`config.mk`:
```
export PLATFORM = sky130hd
export DESIGN_NAME = demux_1to2_flat
export DESIGN_NICKNAME = d
export VERILOG_FILES = /design/src/rtl/demux_1to2_if.sv /design/src/rtl/demux_1to2.sv /design/src/flat_wrapper.sv
export SDC_FILE = /design/constraint.sdc
export NUM_CORES = 1
export LEC_CHECK = 0
export CAP_MARGIN = 30
export CORE_MARGIN = 2
export CORE_UTILIZATION = 39
export DETAILED_ROUTE_END_ITERATION = 10
export GPL_TIMING_DRIVEN = 0
export PLACE_DENSITY = 0.77
export REMOVE_ABC_BUFFERS = 1
export SETUP_SLACK_MARGIN = 0.2
export SYNTH_ARGS = -nofsm -noshare
export SYNTH_HDL_FRONTEND = slang
export SYNTH_SLANG_ARGS = --single-unit
export TNS_END_PERCENT = 50
```
`constraint.sdc`:
```
create_clock -name Clock -period 1.71 [get_ports Clock]
set_input_delay 0.342 -clock Clock [delete_from_list [all_inputs] [get_ports Clock]]
set_output_delay 0.342 -clock Clock [all_outputs]
set_load 0.01 [all_outputs]
```
`src/rtl/demux_1to2_if.sv`:
```
// demux_1to2 stream bundle: one producer channel in, two consumer channels out.
// The producer drives master; the demultiplexer sits on slave.
interface demux_1to2_if #(
  parameter int WIDTH = 24
);
  logic [WIDTH-1:0] hyrja;
  logic             select;
  logic             in_valid;
  logic             in_ready;
  logic [WIDTH-1:0] dalja0;
  logic [WIDTH-1:0] dalja1;
  logic             valid0;
  logic             valid1;
  logic             ready0;
  logic             ready1;

  modport master (
    output hyrja, select, in_valid,
    output ready0, ready1,
    input  in_ready,
    input  dalja0, dalja1,
    input  valid0, valid1
  );

  modport slave (
    input  hyrja, select, in_valid,
    input  ready0, ready1,
    output in_ready,
    output dalja0, dalja1,
    output valid0, valid1
  );
endinterface

```
`src/rtl/demux_1to2.sv`:
```
// Registered 1-to-2 stream demultiplexer, one holding register.
// Define DEMUX_COUNT_EN to add per-channel transfer counters.
module demux_1to2 #(
  parameter int WIDTH = 24,
  parameter int CNT_W = 16
) (
  input  logic Clock,
  input  logic Reset,
  demux_1to2_if.slave bus
`ifdef DEMUX_COUNT_EN
  ,
  output logic [CNT_W-1:0] count0,
  output logic [CNT_W-1:0] count1
`endif
);

  typedef enum logic {
    EMPTY = 1'b0,
    FULL  = 1'b1
  } state_t;

  state_t           r_state;
  state_t           w_next;
  logic [WIDTH-1:0] r_data;
  logic             r_sel;
  logic             w_full;
  logic             w_sel_rdy;
  logic             w_otx;
  logic             w_in_rdy;
  logic             w_itx;
  logic             w_load;

  if (WIDTH < 1 || CNT_W < 1) begin : g_bad_param
    $error("demux_1to2: WIDTH and CNT_W must be >= 1");
  end

  assign w_full    = (r_state == FULL);
  assign w_sel_rdy = r_sel ? bus.ready1 : bus.ready0;
  assign w_otx     = w_full && w_sel_rdy;
  assign w_in_rdy  = !w_full || w_sel_rdy;
  assign w_itx     = bus.in_valid && w_in_rdy;

  assign bus.in_ready = w_in_rdy;
  assign bus.valid0   = w_full && !r_sel;
  assign bus.valid1   = w_full && r_sel;
  assign bus.dalja0   = r_data;
  assign bus.dalja1   = r_data;

  // State register; reset wins over any transfer.
  always_ff @(posedge Clock) begin
    if (Reset) r_state <= EMPTY;
    else       r_state <= w_next;
  end

  // Next state and register-load decision.
  always_comb begin
    w_next = r_state;
    w_load = 1'b0;
    unique case (r_state)
      EMPTY: begin
        if (w_itx) begin
          w_next = FULL;
          w_load = 1'b1;
        end
      end
      FULL: begin
        if (w_itx) begin
          w_load = 1'b1;
        end else if (w_otx) begin
          w_next = EMPTY;
        end
      end
      default: w_next = EMPTY;
    endcase
  end

  // Holding register: word and its destination.
  always_ff @(posedge Clock) begin
    if (Reset) begin
      r_data <= '0;
      r_sel  <= 1'b0;
    end else if (w_load) begin
      r_data <= bus.hyrja;
      r_sel  <= bus.select;
    end
  end

`ifdef DEMUX_COUNT_EN
  logic [CNT_W-1:0] r_cnt0;
  logic [CNT_W-1:0] r_cnt1;

  // Per-channel output transfer counters, wrapping.
  always_ff @(posedge Clock) begin
    if (Reset) begin
      r_cnt0 <= '0;
      r_cnt1 <= '0;
    end else if (w_otx) begin
      if (r_sel) r_cnt1 <= r_cnt1 + CNT_W'(1);
      else       r_cnt0 <= r_cnt0 + CNT_W'(1);
    end
  end

  assign count0 = r_cnt0;
  assign count1 = r_cnt1;
`endif

endmodule

```
`src/flat_wrapper.sv`:
```
// flat-port wrapper written by rule: the top's interface ports become plain ports
module demux_1to2_flat 
#(
  parameter int WIDTH = 24,
  parameter int CNT_W = 16
)
  (Clock, Reset, bus_hyrja, bus_select, bus_in_valid, bus_ready0, bus_ready1, bus_in_ready, bus_dalja0, bus_dalja1, bus_valid0, bus_valid1);
  demux_1to2_if #(.WIDTH(WIDTH)) bus_i ();
  input  logic Clock;
  input  logic Reset;
  input wire logic [$bits(bus_i.hyrja)-1:0] bus_hyrja;
  input wire logic [$bits(bus_i.select)-1:0] bus_select;
  input wire logic [$bits(bus_i.in_valid)-1:0] bus_in_valid;
  input wire logic [$bits(bus_i.ready0)-1:0] bus_ready0;
  input wire logic [$bits(bus_i.ready1)-1:0] bus_ready1;
  output wire logic [$bits(bus_i.in_ready)-1:0] bus_in_ready;
  output wire logic [$bits(bus_i.dalja0)-1:0] bus_dalja0;
  output wire logic [$bits(bus_i.dalja1)-1:0] bus_dalja1;
  output wire logic [$bits(bus_i.valid0)-1:0] bus_valid0;
  output wire logic [$bits(bus_i.valid1)-1:0] bus_valid1;
  assign bus_i.hyrja = bus_hyrja;
  assign bus_i.select = bus_select;
  assign bus_i.in_valid = bus_in_valid;
  assign bus_i.ready0 = bus_ready0;
  assign bus_i.ready1 = bus_ready1;
  assign bus_in_ready = bus_i.in_ready;
  assign bus_dalja0 = bus_i.dalja0;
  assign bus_dalja1 = bus_i.dalja1;
  assign bus_valid0 = bus_i.valid0;
  assign bus_valid1 = bus_i.valid1;
  demux_1to2 #(.WIDTH(WIDTH), .CNT_W(CNT_W)) u_core (.Clock(Clock), .Reset(Reset), .bus(bus_i));
endmodule
```
==> run summary, run 1 <==
Status: finished, final reports clean
Initial antenna violation count: 0
Compound-gate portion of the synthesized area: 22.0%
Core footprint: 0.00432 mm²
DRT iter0 DRCs: 94
CP max stage delay: 380 ps
Via-to-Cell Ratio: 5.67
I/O Buffers: 80
Slowest cell on crit path: dfxtp_4
Largest net degree at the start of global routing: 46
Fin cells: 305
Worst slack at placement: -724 ps
Maximum clock path buffer count: 2
# clock sinks: 26
Distinct cells, synth: 20
Synth Area in Simple Gates: 29.6%
Gp weighted congestion: 0.659
XOR/XNOR Fraction of Synth Area: 0%
Ys Warns: 0
CP delay by family, top: flip-flops
RSZ-0062 raised after global routing: yes
Hold Vio Cnt, Final: 0
Die W: 70.8 µm
CP Max Fanout: 4
Avg Inst Size Synth: 8.33 µm²
Final Slew Violations: 0
Mux contribution to synthesized area: 0.575%
Power Dens Cells: 659 mW/mm²
Utilization after layout: 59.6%
Post-CTS Hold Fix Bufs: 0
Flops & latches, synth: 26
Measured slew at the worst slew-check pin: 643 ps
Synth-to-Final Area Change: 47.9%
Congestion Overflow GR: 0
Synth Area in Adders: 0%
Clock root buffer: clkbuf_8
Clock latency on the worst-skew pair: 270 ps
Final min period: 1550 ps
Largest family of logic cells by synthesized area: simple AND/OR/NAND/NOR gates
Hold_sp: u_core.bus.dalja0[7]
Fraction of layout cells with a size suffix above 1: 12.3%
Final period utilization: 90.7%
Residual DRC count: 0
Area of the die: 0.00502 mm²
Peak VDD IR: 0.625 mV
Hold WC Path Type: flip-flop to flip-flop
Critical Path RT: 1370 ps
Num CTS Buffers: 3
I/O pin total: 81
Worst Path Buf+Inv: 1
Vias: 1729
Vias in the first global route: 1444
Post-Syn Area: 0.00174 mm²
Clk slew on worst S/H paths: 90 ps
Crit-path cells: mux2i_4 -> nand2_2 -> clkdlybuf4s15_1
WL/cell: 14.7 µm
Initial Util: 40.3%
Die span in y: 70.8 µm
Critical Path AT: 1210 ps
Critical Path Start: u_core.r_sel
FF-to-FF Start: u_core.r_state
First-pass GRT wire length: 6950 µm
Syn Inst Count: 209
Worst Skew: 1.70 ps
CTS tree: yes
Final WL: 4480 µm
Static leakage: 1.26 nW
Placed instance count: 296
Final WS setup: 160 ps
Diode count: 0
Setup violations, final: 0
Critical path class: flip-flop to primary output
Post-route ant nets: 0
Max-cap violations: 0
HPWL after DPL: 2770 µm
Seq/Total Area, Yosys: 29.9%
Global Route Usage Sum: 16.5%
NumNets Final: 284
Crit start category: flip-flop
Fmax: 645 MHz
Max-slew headroom: 57.1%
Rows: 24
CP endpoint kind: primary output
Htree depth: 1
TritonRoute pass-1 iters: 4
cell usage in the layout (no fill, tap or decap), types with 2 or more instances in the layout:
master           netlist  final
clkdlybuf4s50_1        0     30
nand2_1               25     24
nand4b_1              24     24
nor3b_1               24     24
a31oi_1               24     24
o311ai_1              24     24
dlymetal6s2s_1         0     24
dlygate4sd2_1          0     23
dfxtp_1               26     14
dfxtp_2                0     10
clkbuf_8               0      4
buf_4                 25      4
mux2i_4                0      2
nor2b_1                2      2
inv_1                  2      2
a21oi_1                2      2
buf_2                 13      2
buf_8                  0      2
buf_16                 0      2
dfxtp_4                0      2
layout make-up:
class | instances | area, µm²
fillers | 395 | 1750
repair buffers | 89 | 957
multi-input cells | 132 | 951
flip-flops and latches | 26 | 541
well taps | 52 | 65.1
clock buffers | 4 | 55.1
inverters | 2 | 7.51
cells by family after synthesis:
kind of cell | count (synthesis)
AO/OA/AOI/OAI | 52
buffers and inverters | 52
flip-flops | 26
multiplexers | 1
AND/OR/NAND/NOR | 78
synth_stat cells:
cell,instances,area share [%]
nor3b_1,24,10
inv_1,2,0.43
nand2b_1,1,0.36
o21ai_0,1,0.29
nand4b_1,24,12
buf_6,1,0.65
o311ai_1,24,12
mux2i_1,1,0.57
buf_1,2,0.43
a211oi_1,1,0.43
a21oi_1,2,0.57
clkbuf_1,9,1.9
a31oi_1,24,8.6
nor2_2,1,0.36
dfxtp_1,26,30
and2_1,1,0.36
buf_2,13,3.7
buf_4,25,11
nor2b_1,2,0.72
nand2_1,25,5.4
metrics by stage:
stage	hold slack [ps]	total power [mW]	area (µm²)	setup TNS, ps
after floorplan	411	0.929	1440	-27740
after global placement	538	1.30	2300	-59420
after detailed placement	554	1.34	2410	-5230
after CTS	565	1.73	2490	0
after global routing	576	1.79	2580	0
final	541	1.70	2580	0
worst paths after layout:
kind | end | slack [ps] | cells past startpoint
setup / recovery | bus_in_ready | 160 | 3
setup reg to reg | u_core.bus.dalja0[0] | 300 | 6
hold / removal | u_core.bus.dalja0[7] | 540 | 2
hold reg to reg | u_core.bus.dalja0[7] | 540 | 2
worst reg2reg max path, stage by stage, from the launching register on:
cell and delay (ps):
dfxtp_4 350, buf_4 140, buf_4 190, nor2_4 220
buf_8 210, a31oi_1 100, o311ai_1 100
repair_timing:
| action | in CTS | in global routing |
|---|---|---|
| cloned | 1 | 0 |
| setup buffers | 4 | 0 |
| hold endpoints to repair | 0 | 0 |
| setup endpoints to repair | 76 | 54 |
| gates resized for setup | 30 | 36 |
| pin swaps | 0 | 0 |
where the power goes:
group	internal, mW	switching [mW]
Sequential	0.669	0.0506
Clock	0.206	0.194
Combinational	0.314	0.264
Total	1.19	0.509
flip-flops by register name, summed over array words and instances, names as in the netlist:
| register | cells |
|---|---|
| u_core.bus.dalja0 | 24 |
| u_core.r_sel | 1 |
| u_core.r_state | 1 |
per-layer routing:
| metal | part of all wire [%] | global-route usage [%] | wire length, µm | vias to the layer above |
|---|---|---|---|---|
| li1 | - | - | - | 878 |
| met5 | 0 | 0 | 0 | - |
| met2 | 47 | 26.8 | 2090 | 55 |
| met1 | 46 | 23.0 | 2070 | 794 |
| met4 | 0.31 | 1.89 | 14 | 0 |
| met3 | 6.7 | 4.13 | 298 | 2 |
Note: power is estimated with default switching activity, not from simulation.
==> inputs of run 2 (changes only) <==
--- a/config.mk
+++ b/config.mk
@@ -6,6 +6,7 @@
 export NUM_CORES = 1
 export LEC_CHECK = 0
 export CAP_MARGIN = 30
+export CORE_ASPECT_RATIO = 1.4
 export CORE_MARGIN = 2
 export CORE_UTILIZATION = 39
 export DETAILED_ROUTE_END_ITERATION = 10
==> run summary, run 2 (synthesized netlist as in run 1, its figures left out) <==
HPWL after DPL: 2850 µm (+2.8%)
Overall power: 1.69 mW (-0.55%)
Fin cells: 311 (+2.0%)
Slowest cell on crit path: clkdlybuf4s50_1
I/O Buffers: 80 (unchanged)
Hold Vio Cnt, Final: 0 (unchanged)
Worst slack at placement: -596 ps (+128 ps)
Power Dens Cells: 670 mW/mm² (+1.7%)
Die span in y: 83.1 µm (+17%)
Max-slew headroom: 75.7% (+19 points)
Critical path class: flip-flop to primary output
CP delay by family, top: buffers and inverters
# clock sinks: 26 (unchanged)
NumNets Final: 282 (-0.70%)
Status: finished, final reports clean
Setup violations, final: 0 (unchanged)
Utilization after layout: 58.9% (-0.65 points)
Max-cap violations: 0 (unchanged)
Maximum clock path buffer count: 2 (unchanged)
Worst hold endpoint: u_core.r_state
Measured slew at the worst slew-check pin: 364 ps (-278 ps)
Worst hold slack: 389 ps (-152 ps)
Fmax: 652 MHz (+1.1%)
Hold-critical path depth: 2 (unchanged)
Largest net degree at the start of global routing: 65 (+41%)
CP Max Fanout: 4 (unchanged)
Crit start category: flip-flop
WL/cell: 13.8 µm (-5.9%)
Area after DPL: 0.00241 mm² (+0.10%)
Crit-path cells: clkdlybuf4s50_1
Worst Path Buf+Inv: 1 (unchanged)
Fin Setup TNS: 0 ps (unchanged)
Congestion Overflow GR: 0 (unchanged)
DRT iter0 DRCs: 73 (-22%)
Hold_sp: Reset
TritonRoute pass-1 iters: 4 (unchanged)
Peak VDD IR: 0.309 mV (-51%)
Synth-to-Final Area Change: 44.6%
Residual DRC count: 0 (unchanged)
Final Slew Violations: 0 (unchanged)
Diode count: 0 (unchanged)
Rows: 28 (+17%)
Placed instance count: 304 (+2.7%)
Num CTS Buffers: 3 (unchanged)
Area of the die: 0.00502 mm² (+0.16%)
Worst Skew: 2.17 ps (+0.466 ps)
Htree depth: 1 (unchanged)
R2R Setup Slk: 340 ps (+40 ps)
Fraction of layout cells with a size suffix above 1: 9.56% (-2.7 points)
Initial antenna violation count: 0 (unchanged)
Hold WC Path Type: input port to flip-flop
Post-route cell area: 0.00252 mm² (-2.2%)
Fillers: 416 (+5.3%)
Initial Util: 40.7% (+0.47 points)
Final min period: 1530 ps (-17.2 ps)
First-pass GRT wire length: 6670 µm (-4.1%)
FF-to-FF Start: u_core.r_sel
Die W: 60.5 µm (-15%)
Clk slew on worst S/H paths: 90 ps (about the same)
I/O pin total: 81 (unchanged)
CTS tree: yes
Final period utilization: 89.7% (-1.0 points)
Final WS setup: 177 ps (+17.2 ps)
Clock root buffer: clkbuf_8
Vias in the first global route: 1470 (+1.8%)
Global Route Usage Sum: 16.2% (-0.31 points)
Final WL: 4300 µm (-4.0%)
Static leakage: 1.10 nW (-13%)
Gp weighted congestion: 0.652 (-0.93%)
Critical Path RT: 1370 ps (about the same)
Core footprint: 0.00427 mm² (-1.2%)
Max reg flops: 24 (unchanged)
CP max stage delay: 550 ps (+170 ps)
RR Endpoint: u_core.bus.dalja0[6]
Post-route ant nets: 0 (unchanged)
Via-to-Cell Ratio: 5.52 (-2.6%)
Critical Path AT: 1190 ps (-20 ps)
Most frequent cells in the layout: clkdlybuf4s50_1, nand2_1
Clock latency on the worst-skew pair: 260 ps (about the same)
CP endpoint kind: primary output
Vias: 1717 (-0.69%)
R2r worst-path depth: 5 (-1)
RSZ-0062 raised after global routing: yes
Commonest non-fill, non-tap cell in the layout: clkdlybuf4s50_1
## run 2: worst reg2reg max path: cells and delay by family (launching register included)
| kind | cells | cell delay (ps) |
|---|---|---|
| muxes | 1 | 220 |
| buffers and inverters | 2 | 460 |
| DFF | 1 | 370 |
| AOI/OAI and AO/OA | 1 | 100 |
| and+or+nand+nor | 1 | 130 |
## run 2: worst max path at each step
stage,start,endpoint,depth (start not counted)
final,u_core.bus.dalja0[23],bus_dalja0[23],1
after global routing,u_core.bus.dalja0[3],bus_dalja0[3],1
after CTS,u_core.bus.dalja0[8],bus_dalja0[8],1
after detailed placement,bus_ready1,bus_in_ready,4
after global placement,bus_ready1,bus_in_ready,4
after floorplan,u_core.r_sel,bus_in_ready,2
## run 2: layer usage
layer / track usage, % / vias to the layer above / wire length [µm]
met1: 20.6 / 805 / 1900
li1: - / 867 / -
met2: 27.8 / 43 / 2150
met5: 0 / - / 0
met4: 3.56 / 0 / 17
met3: 2.96 / 2 / 231
## run 2: timing repair
item / CTS / global route
hold buffers: 0 / 0
resized for setup: 26 / 22
setup endpoints to repair: 69 / 38
buffers inserted: 3 / 0
## run 2: area by class of cell
cell class | instances | area, µm² | area share, %
repair buffers | 88 | 927 | 36.8
multi-input cells | 131 | 921 | 36.6
flip-flops and latches | 26 | 533 | 21.2
well taps | 60 | 75.1 | 2.98
clock buffers | 4 | 55.1 | 2.19
inverters | 2 | 7.51 | 0.298
## run 2: power by group
group	internal [mW]	total [mW]	switching, mW	leakage, nW
logic	0.321	0.577	0.256	0.853
registers	0.666	0.716	0.0500	0.218
clock network	0.206	0.395	0.190	0.0288
total	1.19	1.69	0.495	1.10
==> inputs of run 3 (changes only) <==
--- a/config.mk
+++ b/config.mk
@@ -6,12 +6,14 @@
 export NUM_CORES = 1
 export LEC_CHECK = 0
 export CAP_MARGIN = 30
+export CELL_PAD_IN_SITES_DETAIL_PLACEMENT = 0
+export CELL_PAD_IN_SITES_GLOBAL_PLACEMENT = 1
 export CORE_ASPECT_RATIO = 1.4
 export CORE_MARGIN = 2
-export CORE_UTILIZATION = 39
+export CORE_UTILIZATION = 29
 export DETAILED_ROUTE_END_ITERATION = 10
 export GPL_TIMING_DRIVEN = 0
-export PLACE_DENSITY = 0.77
+export PLACE_DENSITY = 0.81
 export REMOVE_ABC_BUFFERS = 1
 export SETUP_SLACK_MARGIN = 0.2
 export SYNTH_ARGS = -nofsm -noshare
==> run summary, run 3 (synthesized netlist as in run 1, its figures left out) <==
I/O Buffers: 80 (unchanged)
Static leakage: 1.18 nW (+7.6%)
Worst hold slack: 407 ps (+18.0 ps)
TritonRoute pass-1 iters: 4 (unchanged)
Critical Path RT: 1370 ps (about the same)
Post-route ant nets: 0 (unchanged)
Global Route Usage Sum: 14.3% (-1.9 points)
Overall power: 1.70 mW (+0.87%)
First-pass GRT wire length: 7820 µm (+17%)
Hold WC Path Type: input port to flip-flop
Diode count: 0 (unchanged)
Critical path class: flip-flop to primary output
Final min period: 1550 ps (+20.4 ps)
Via-to-Cell Ratio: 5.44 (-1.5%)
Measured slew at the worst slew-check pin: 469 ps (+105 ps)
Clock latency on the worst-skew pair: 270 ps (about the same)
Largest net degree at the start of global routing: 63 (-3.1%)
Max reg flops: 24 (unchanged)
DRT iter0 DRCs: 118 (+62%)
Clk slew on worst S/H paths: 90 ps (about the same)
CP endpoint kind: primary output
Final WS setup: 156 ps (-20.4 ps)
Total net switching power: 0.514 mW (+3.9%)
Vias in the first global route: 1619 (+10%)
Post-route cell area: 0.00265 mm² (+5.3%)
Congestion Overflow GR: 0 (unchanged)
Clock root buffer: clkbuf_8
Setup violations, final: 0 (unchanged)
# clock sinks: 26 (unchanged)
Initial antenna violation count: 0 (unchanged)
Fmax: 644 MHz (-1.3%)
Final Slew Violations: 0 (unchanged)
NumNets Final: 288 (+2.1%)
Fraction of layout cells with a size suffix above 1: 14.1% (+4.5 points)
Placed instance count: 314 (+3.3%)
Logic pwr share: 37.0% (+2.8 points)
Utilization after layout: 45.6% (-13 points)
Gp weighted congestion: 0.678 (+4.0%)
Core footprint: 0.00582 mm² (+36%)
Max-slew headroom: 68.7% (-7.0 points)
Maximum clock path buffer count: 2 (unchanged)
RSZ-0062 raised after global routing: yes
CTS tree: yes
Fin cells: 326 (+4.8%)
HPWL after DPL: 3050 µm (+7.1%)
Worst Skew: 2.97 ps (+0.802 ps)
Hold Vio Cnt, Final: 0 (unchanged)
Area after DPL: 0.00244 mm² (+1.0%)
Num CTS Buffers: 3 (unchanged)
Die W: 69.5 µm (+15%)
I/O pin total: 81 (unchanged)
Residual DRC count: 0 (unchanged)
Final WL: 4930 µm (+15%)
Max-cap violations: 0 (unchanged)
Commonest non-fill, non-tap cell in the layout: clkdlybuf4s50_1
Synth-to-Final Area Change: 52.3%
Vias: 1773 (+3.3%)
Int Pwr: 1.19 mW (-0.38%)
Clock network fraction of total power: 20.6% (-2.8 points)
Area of the die: 0.00665 mm² (+32%)
Part of the power in registers: 42.4% (about the same)
Critical Path AT: 1210 ps (+20 ps)
Crit start category: flip-flop
CP Max Fanout: 2 (-2)
Peak VDD IR: 0.254 mV (-18%)
Sw Share: 30.2% (+0.88 points)
Fillers: 600 (+44%)
Htree depth: 1 (unchanged)
Status: finished, final reports clean
Initial Util: 29.9% (-11 points)
Worst slack at placement: -827 ps (-231 ps)
Power Dens Cells: 642 mW/mm² (-4.2%)
Rows: 33 (+18%)
Die span in y: 95.7 µm (+15%)
Final period utilization: 90.9% (+1.2 points)
Fin Setup TNS: 0 ps (unchanged)
WL/cell: 15.1 µm (+9.5%)
[run 3: cell count changes in the layout (fill, tap and decap cells not counted), sizes merged]
cell           delta
dlygate4sd2       -3
bufbuf            +2
dlymetal6s2s      +2
buf               +5
clkbuf            -2
clkdlybuf4s50     +1
[run 3: power groups by stage]
stage               Sequential (mW)  Combinational [mW]  Clock (mW)
floorplan                     0.791               0.139           0
CTS                           0.723               0.644       0.376
global route                  0.734               0.676       0.389
finish                        0.722               0.630       0.351
global placement              0.747               0.558           0
detailed placement            0.741               0.608           0
[run 3: cell type report]
| type | instances | area, µm² | share of cell area, % |
|---|---|---|---|
| inverters | 2 | 7.51 | 0.283 |
| clock buffers | 3 | 41.3 | 1.56 |
| multi-input cells | 131 | 933 | 35.2 |
| well taps | 70 | 87.6 | 3.30 |
| flip-flops and latches | 26 | 539 | 20.3 |
| repair buffers | 94 | 1040 | 39.3 |
[run 3: what timing repair did]
| item | in CTS | in global routing |
|---|---|---|
| buffers inserted | 6 | 1 |
| cloned | 2 | 0 |
| setup endpoints to repair | 75 | 40 |
| hold buffers | 0 | 0 |
| resized for setup | 33 | 26 |
| pin swaps | 0 | 1 |
[run 3: worst max-delay path, stage by stage, from the launching register on]
cell       delay [ps]
dfxtp_4           370
mux2i_4           250
clkbuf_16         160
nand2_4            40
buf_6             110
[run 3: final timing paths]
| check | start | endpoint | slack [ps] | depth (start not counted) |
|---|---|---|---|---|
| max | u_core.r_sel | bus_in_ready | 160 | 4 |
| min | Reset | u_core.r_state | 410 | 2 |
| max reg2reg | u_core.r_sel | u_core.bus.dalja0[8] | 380 | 4 |
| min reg2reg | u_core.bus.dalja0[13] | u_core.bus.dalja0[13] | 540 | 2 |
[run 3: layer usage]
metal  global-route usage [%]  share of wire (%)  routed length [µm]  vias up
met5                        0                  0                   0        -
met4                     3.43               0.91                  45        0
met3                     2.62                4.6                 229        5
met2                     26.8                 50                2460       43
met1                     16.9                 44                2190      849
li1                         -                  -                   -      876
